### src/rtl/score_disp_pkg.sv
// Shared definitions for the score display driver: FSM states, active-low
// seven-segment patterns (bit order g..a) and the conversion digit count helper.
package score_disp_pkg;

  typedef enum logic [1:0] {
    ST_IDLE   = 2'd0,
    ST_SHIFT  = 2'd1,
    ST_COMMIT = 2'd2
  } state_t;

  localparam logic [6:0] SEG_DIGIT [0:9] = '{
    7'b1000000,  // 0
    7'b1111001,  // 1
    7'b0100100,  // 2
    7'b0110000,  // 3
    7'b0011001,  // 4
    7'b0010010,  // 5
    7'b0000010,  // 6
    7'b1111000,  // 7
    7'b0000000,  // 8
    7'b0011000   // 9
  };

  localparam logic [6:0] SEG_BLANK = 7'b1111111;
  localparam logic [6:0] SEG_DASH  = 7'b0111111;

  // Decimal digits needed to hold 2^width-1 (log10(2) ~= 0.301).
  function automatic int conv_digits(input int width);
    return width * 301 / 1000 + 1;
  endfunction

endpackage

### src/rtl/seg_digit_decoder.sv
// One BCD digit to an active-low seven-segment pattern (g..a).
// Dash takes priority over blank; codes above 9 render blank.
module seg_digit_decoder
  import score_disp_pkg::*;
(
  input  logic [3:0] digit,
  input  logic       blank,
  input  logic       dash,
  output logic [6:0] seg
);

  always_comb begin
    seg = SEG_BLANK;
    if (dash) begin
      seg = SEG_DASH;
    end else if (!blank && (digit <= 4'd9)) begin
      seg = SEG_DIGIT[digit];
    end
  end

endmodule

### src/rtl/score_bcd_display.sv
// Score to decimal seven-segment driver using a serial double-dabble engine.
// Optional build macro: LEADING_ZERO_BLANK_EN blanks digits above the leading nonzero one.
//
// state     | meaning
// ----------+--------------------------------------------------------------
// ST_IDLE   | waiting for load; display holds the last committed value
// ST_SHIFT  | one add-3 / shift step per cycle, WIDTH steps in total
// ST_COMMIT | copy accumulator to bcd, evaluate ovf, pulse done
module score_bcd_display
  import score_disp_pkg::*;
#(
  parameter int WIDTH  = 8,
  parameter int DIGITS = 3
) (
  input  logic                  clk,
  input  logic                  resetn,
  input  logic [WIDTH-1:0]      score,
  input  logic                  load,
  output logic                  busy,
  output logic                  done,
  output logic                  ovf,
  output logic [4*DIGITS-1:0]   bcd,
  output logic [7*DIGITS-1:0]   hex
);

  localparam int CONV_DIGITS = conv_digits(WIDTH);
  // The accumulator also spans the displayed digits so bcd is always a plain slice.
  localparam int ACC_DIGITS  = (CONV_DIGITS > DIGITS) ? CONV_DIGITS : DIGITS;
  localparam int ACC_W       = 4 * ACC_DIGITS;
  localparam int CNT_W       = $clog2(WIDTH + 1);

  state_t             state;
  logic [WIDTH-1:0]   sr;
  logic [ACC_W-1:0]   acc;
  logic [ACC_W-1:0]   acc_shift;
  logic [CNT_W-1:0]   count;
  logic               ovf_now;
  logic [DIGITS-1:0]  blank;

  // Add-3 correction on every digit, then shift left pulling in the score MSB.
  always_comb begin
    logic [3:0] d;
    logic       carry;
    acc_shift = '0;
    d         = '0;
    carry     = sr[WIDTH-1];
    for (int i = 0; i < ACC_DIGITS; i++) begin
      d = acc[4*i +: 4];
      if (d >= 4'd5) begin
        d = d + 4'd3;
      end
      acc_shift[4*i +: 4] = {d[2:0], carry};
      carry = d[3];
    end
  end

  generate
    if (ACC_DIGITS > DIGITS) begin : g_ovf
      assign ovf_now = |acc[ACC_W-1:4*DIGITS];
    end else begin : g_no_ovf
      assign ovf_now = 1'b0;
    end
  endgenerate

  always_ff @(posedge clk or negedge resetn) begin
    if (!resetn) begin
      state <= ST_IDLE;
      sr    <= '0;
      acc   <= '0;
      count <= '0;
      busy  <= 1'b0;
      done  <= 1'b0;
      ovf   <= 1'b0;
      bcd   <= '0;
    end else begin
      done <= 1'b0;
      case (state)
        ST_IDLE: begin
          if (load) begin
            sr    <= score;
            acc   <= '0;
            count <= CNT_W'(WIDTH);
            busy  <= 1'b1;
            state <= ST_SHIFT;
          end
        end
        ST_SHIFT: begin
          acc   <= acc_shift;
          sr    <= {sr[WIDTH-2:0], 1'b0};
          count <= count - CNT_W'(1);
          if (count == CNT_W'(1)) begin
            state <= ST_COMMIT;
          end
        end
        ST_COMMIT: begin
          bcd   <= acc[4*DIGITS-1:0];
          ovf   <= ovf_now;
          done  <= 1'b1;
          busy  <= 1'b0;
          state <= ST_IDLE;
        end
        default: begin
          busy  <= 1'b0;
          state <= ST_IDLE;
        end
      endcase
    end
  end

`ifdef LEADING_ZERO_BLANK_EN
  // Walk down from the top digit; blank while everything above is still zero.
  always_comb begin
    logic zero_above;
    blank      = '0;
    zero_above = 1'b1;
    for (int i = DIGITS - 1; i > 0; i--) begin
      zero_above = zero_above & (bcd[4*i +: 4] == 4'd0);
      blank[i]   = zero_above;
    end
  end
`else
  assign blank = '0;
`endif

  generate
    for (genvar i = 0; i < DIGITS; i++) begin : g_digit
      seg_digit_decoder u_dec (
        .digit (bcd[4*i +: 4]),
        .blank (blank[i]),
        .dash  (ovf),
        .seg   (hex[7*i +: 7])
      );
    end
  endgenerate

endmodule

### config.mk
export PLATFORM = sky130hd
export DESIGN_NAME = score_bcd_display
export DESIGN_NICKNAME = d
export VERILOG_FILES = /design/src/rtl/score_disp_pkg.sv /design/src/rtl/seg_digit_decoder.sv /design/src/rtl/score_bcd_display.sv
export SDC_FILE = /design/constraint.sdc
export NUM_CORES = 1
export LEC_CHECK = 0
export CORE_ASPECT_RATIO = 1.4
export CORE_MARGIN = 1.5
export CORE_UTILIZATION = 25
export DETAILED_ROUTE_END_ITERATION = 8
export PLACE_DENSITY = 0.45
export SYNTH_ARGS = -nofsm -noshare
export SYNTH_HDL_FRONTEND = slang
export SYNTH_SLANG_ARGS = --single-unit
### constraint.sdc
create_clock -name clk -period 5 [get_ports clk]
set_clock_uncertainty 0.15 [all_clocks]
set_input_delay 1 -clock clk [delete_from_list [all_inputs] [get_ports clk]]
set_output_delay 1 -clock clk [all_outputs]
set_load 0.01 [all_outputs]
==> impl_metrics.json, run 1 <==
{
  "crit_fanout": 6,
  "routed_wl_um": 5420,
  "antenna_left": 0,
  "path_cells": "inv_1 -> ha_1 -> nor3b_1 -> nor2_1 -> a22oi_1 -> clkdlybuf4s50_1",
  "drt_iter0_markers": 86,
  "cap_viol_max_count": 0,
  "path_class": "register to output pin",
  "h-tree-depth": 2,
  "nets": 355,
  "finalSetupViolations": 0,
  "dieWidth_um": 88.2,
  "io_pins": 47,
  "gp_congestion": 0.791,
  "crit_path_end_kind": "output pin",
  "multi_input_area_um2": 1330,
  "fmax_mhz": 285,
  "rsz0062_at_grt": "false",
  "post_cts_resized": 0,
  "cts_buffers": 5,
  "ys_seq_elements": 40,
  "seqCellArea_um2": 1000,
  "layout-drive-gt1-share_pct": 2.80,
  "worstSetupStartpointType": "register",
  "viasPerCell": 4.60,
  "yosysSeqAreaShare_pct": 39.4,
  "period_minus_slack_ps": 3510,
  "postCtsSetupBuffers": 0,
  "leakage_nw": 1.39,
  "fillers": 1074,
  "die_y_um": 122,
  "grtUsageTotal_pct": 10.7,
  "cts_tree": "built",
  "setup_tns_ps": 0,
  "via_count": 2103,
  "slew_viol_final": 0,
  "coreArea_um2": 9900,
  "antenna_found_initial": 0,
  "dp_hpwl_um": 3870,
  "rows": 43,
  "clkTransAtPathRegs_ps": 60,
  "powerDensity_nw_per_um2": 630,
  "initial_core_util_pct": 25.7,
  "synthToLayoutAreaGrowth_pct": 25.2,
  "insertion_delay_ps": 280,
  "grt_pass1_wl_um": 9280,
  "status": "completed",
  "syn_inst": 288,
  "holdWs_ps": 328,
  "drc": 0,
  "cts_buffer_depth": 2,
  "syn-cell-area_um2": 2540,
  "dr.pass1.iters": 6,
  "post-route-period-util_pct": 70.3,
  "slowest_stage": "clkdlybuf4s50_1",
  "max_stage_delay_ps": 560,
  "holdBufCountCts": 0,
  "yosys_warnings": 0,
  "slew_headroom_pct": 23.2,
  "syn-num-nets": 321,
  "grt_overflow": 0,
  "hp-class": "register to register",
  "port_buffers": 45,
  "worst_pin_slew_ps": 1150,
  "yosysUniqueCellTypes": 40,
  "grt_max_degree": 41,
  "num_antenna_cells": 0,
  "arrival_ps": 2360,
  "routedWlPerCell_um": 11.9,
  "finalHoldViolations": 0,
  "avgSynthCellArea_um2": 8.82,
  "clkSinkCount": 40,
  "root_buffer": "clkbuf_16",
  "required_ps": 3850,
  "dieArea_um2": 10800,
  "ir_drop_v": 0.000213,
  "grt_pass1_vias": 2038
}
## final cells by class
class,count,share of cell area (%)
tap,135,5.31
clock inverter,1,0.157
inverter,26,3.07
sequential,40,31.5
timing repair buffer,45,14.0
multi-input combinational,204,41.9
clock buffer,6,4.05
## layout by cell type (no fill, tap or decap), drive strengths merged, types with 4 or more instances in the layout
master         instances
mux2i                  4
a21oi                 21
clkbuf                 6
o21ai                 29
dfrtp                 40
a22oi                  5
nor2                  19
nand2                 36
inv                   26
o2111ai                6
clkdlybuf4s50         44
ha                    22
and3b                  6
nand2b                10
nor2b                  6
## layer usage
metal | track usage (%) | up-vias | share of wire, %
li1 | - | 1067 | -
met1 | 13.0 | 985 | 46
met2 | 18.6 | 46 | 49
met3 | 2.35 | 5 | 4.2
met4 | 3.22 | 0 | 1.2
met5 | 0 | - | 0
## stage by stage
| step | utilization [%] | total power [mW] | std cells | setup WS, ps | area, um^2 |
|---|---|---|---|---|---|
| 5_1_grt | 32.1 | 2.20 | 457 | 1250 | 3180 |
| 2_1_floorplan | - | 1.29 | 288 | 2400 | 2540 |
| 6_report | 32.1 | 2.00 | 457 | 1490 | 3180 |
| 3_3_place_gp | 30.8 | 1.71 | 450 | 1830 | 3050 |
| 4_1_cts | 32.1 | 2.03 | 457 | 1500 | 3180 |
| 3_5_place_dp | 30.8 | 1.72 | 450 | 1800 | 3050 |
## synth_stat cells, drive strengths merged
cell	count	area (um^2)
and3b	6	52.6
a2111oi	1	8.76
dfrtp	40	1000
o31ai	3	22.5
o21ai	29	145
a31oi	2	12.5
or2	1	6.26
a32o	3	30.0
o32ai	2	17.5
o22a	2	17.5
conb	1	3.75
a211oi	1	7.51
o32a	1	10.0
o2111ai	6	52.6
nor2	19	71.3
o21ba	1	16.3
mux2i	4	40.0
o22ai	3	18.8
clkbuf	4	18.8
and3	1	6.26
nor2b	6	37.5
o211ai	3	22.5
inv	26	97.6
nand2b	10	62.6
nor3	1	5.00
nand2	36	135
a21o	1	7.51
a22oi	5	37.5
xnor2	2	17.5
o21bai	1	7.51
a21oi	21	105
o221ai	3	26.3
nor3b	2	15.0
ha	22	275
buf	14	88.8
a2bb2oi	2	17.5
o21a	3	22.5
## state kept, by name, indices dropped and copies added, names as in the netlist
signal  count
state       2
busy        1
done        1
count       4
sr          8
acc        12
bcd        12
## kinds of logic after synthesis
group	synth area share, %
adder cells (fa/ha/maj)	10.8
AND/OR/NAND/NOR	15.4
XOR/XNOR	0.690
AO/OA/AOI/OAI	23.8
other	0.148
multiplexers	1.58
buffers and inverters	8.08
flip-flops	39.4
## power by group
| group | switching, mW | internal (mW) |
|---|---|---|
| Sequential | 0.152 | 0.448 |
| Clock | 0.121 | 0.181 |
| Combinational | 0.539 | 0.563 |
## path summary, 6_finish.rpt
path / startpoint / endpoint / slack [ps] / cells past startpoint
hold / removal: sr[7] / sr[7] / 330 / 2
setup / recovery: bcd[0] / hex[4] / 1490 / 6
setup reg to reg: state[0] / acc[10] / 2650 / 3
max in group asynchronous: resetn / acc[5] / 3440 / 1
hold reg to reg: sr[7] / sr[7] / 330 / 2
min in group asynchronous: resetn / sr[0] / 700 / 1
## critical path: cells and delay by family, from the launching register on
family	cells	cell delay, ps
and+or+nand+nor	2	540
adders and majority gates	1	240
DFF	1	420
AOI/OAI and AO/OA	1	210
buffers and inverters	2	670
Power figures use the tool's default switching activity.
==> run 2: changes to the inputs <==
Clock period 5 ns to 3.3 ns, I/O delays scaled along.
==> run 2 against run 1 <==
  * Combinational power grew 55%
  * Final cell count is 0.66% higher
  * Clock power up 52%
  * Critical path type unchanged
  * Highest routed layer unchanged
  * Global-route usage is essentially flat
  * Core utilization increased by 0.28 points
  * Hold slack improved by 3.5 ps
==> impl_metrics.json, run 2 (synthesis gave the netlist of run 1 again) <==
{
  "status": "completed",
  "setup_ws_ps": 281,
  "final_common_cell": "clkdlybuf4s50_1",
  "grtUsageTotal_pct": 10.7,
  "hp-start": "sr[5]",
  "grt_max_degree": 41,
  "crit_fanout": 6,
  "post-route-period-util_pct": 91.5,
  "worst_pin_slew_ps": 919,
  "slew_viol_final": 0,
  "root_buffer": "clkbuf_16",
  "via_count": 2083,
  "critical_path_buf_inv_count": 2,
  "finalHoldViolations": 0,
  "dpl_worst_slack_ps": 443,
  "cap_viol_max_count": 0,
  "dp.cells": 453,
  "r2r_start": "state[1]",
  "dp_hpwl_um": 3880,
  "powerDensity_nw_per_um2": 950,
  "required_ps": 2490,
  "grt_pass1_wl_um": 9220,
  "reg2reg_slack_ps": 1550,
  "cts_buffers": 5,
  "clkTransAtPathRegs_ps": 60,
  "path_class": "register to output pin",
  "placed_cell_area_um2": 3070,
  "slew_headroom_pct": 38.7,
  "initial_core_util_pct": 25.7,
  "synthToLayoutAreaGrowth_pct": 26.3,
  "cts_buffer_depth": 2,
  "reg2regPathDepth": 4,
  "min_path_cells": 2,
  "crit_path_end_kind": "output pin",
  "drt_iter0_markers": 101,
  "dr.pass1.iters": 4,
  "h-tree-depth": 2,
  "dieWidth_um": 88.2,
  "rows": 43,
  "grt_pass1_vias": 2022,
  "clkSinkCount": 40,
  "drc": 0,
  "antenna_found_initial": 0,
  "multi_input_area_um2": 1340,
  "fillers": 1063,
  "insertion_delay_ps": 280,
  "routed_wl_um": 5380,
  "total_power_mw": 3.05,
  "leakage_nw": 1.40,
  "dieArea_um2": 10800,
  "fmax_mhz": 331,
  "worstSetupStartpointType": "register",
  "viasPerCell": 4.53,
  "largestRegisters": "acc x12, bcd x12, sr x8",
  "arrival_ps": 2210,
  "setup_tns_ps": 0,
  "cts_tree": "built",
  "timing.rr.end": "acc[6]",
  "path_cells": "inv_1 -> ha_1 -> nor3b_2 -> nor2_1 -> a22oi_1 -> clkdlybuf4s50_1",
  "gp_congestion": 0.783,
  "routedWlPerCell_um": 11.7,
  "postCtsSetupBuffers": 0,
  "finalSetupViolations": 0,
  "period_minus_slack_ps": 3020,
  "layout-drive-gt1-share_pct": 4.00,
  "max_stage_delay_ps": 560,
  "seqCellArea_um2": 1000,
  "hp-class": "register to register",
  "final_cell_area_um2": 3210,
  "num_antenna_cells": 0,
  "antenna_left": 0,
  "rsz0062_at_grt": "false",
  "io_pins": 47,
  "ir_drop_v": 0.000235,
  "die_y_um": 122,
  "coreArea_um2": 9900,
  "grt_overflow": 0,
  "hold_end": "sr[5]",
  "final_cell_mix": "44 x clkdlybuf4s50_1, 40 x dfrtp_1, 36 x nand2_1, 29 x o21ai_0, 26 x inv_1",
  "nets": 358,
  "fin_cells": 460,
  "critical-path-top-delay-family": "buffers and inverters",
  "port_buffers": 45,
  "slowest_stage": "clkdlybuf4s50_1"
}
## run 2: changes by cell type in the layout (fill, tap and decap cells not counted)
| cell | before | now |
|---|---|---|
| buf_4 | 0 | 3 |
| nor3b_1 | 2 | 1 |
| nor3b_2 | 0 | 1 |
## run 2: how the worst max path moves through the flow
| stage | cells past startpoint | end | start |
|---|---|---|---|
| after floorplan | 5 | hex[4] | bcd[0] |
| final | 6 | hex[4] | bcd[0] |
| after detailed placement | 6 | hex[4] | bcd[0] |
| after global routing | 6 | hex[4] | bcd[0] |
| after global placement | 6 | hex[4] | bcd[0] |
| after CTS | 6 | hex[4] | bcd[0] |
## run 2: power by group
group          internal, mW  total, mW  leakage [nW]  switching (mW)
sequential            0.679      0.889         0.521           0.210
clock                 0.275      0.458        0.0667           0.184
combinational         0.870       1.70         0.812           0.833
## run 2: cell type report
cell class                      instances  share of cell area [%]
Multi-Input combinational cell        204                    41.7
Sequential cell                        40                    31.2
Timing Repair Buffer                   48                    14.6
Tap cell                              135                    5.27
Clock buffer                            6                    4.02
Inverter                               26                    3.04
Clock inverter                          1                   0.156
## run 2: per-stage QoR
stage               utilization (%)  hold slack, ps
finish                         32.4             331
global route                   32.4             362
CTS                            32.4             341
detailed placement             31.0             326
global placement               31.0             319
floorplan                         -             214
## run 2: metal layers
layer | part of all wire (%) | GRT usage (%) | vias up
met2 | 48 | 18.2 | 41
li1 | - | - | 1071
met1 | 47 | 13.5 | 965
met3 | 3.8 | 2.35 | 6
met4 | 1.2 | 2.93 | 0
met5 | 0 | 0 | -
## run 2: tightest hold or removal path, stage by stage (launching register included)
cell and delay [ps]:
dfrtp_1 340, nand2_1 50, o21ai_0 60
## run 2: timing repair
item / in CTS / in global routing
setup endpoints to repair: 0 / 2
resized for setup: 0 / 1
hold buffers: 0 / 0
==> run 3: changes to the inputs <==
Settings changed: SKIP_LAST_GASP from default to 1.
==> results of run 3 <==
No change in the layout: final DEF, timing and power equal those of run 2.
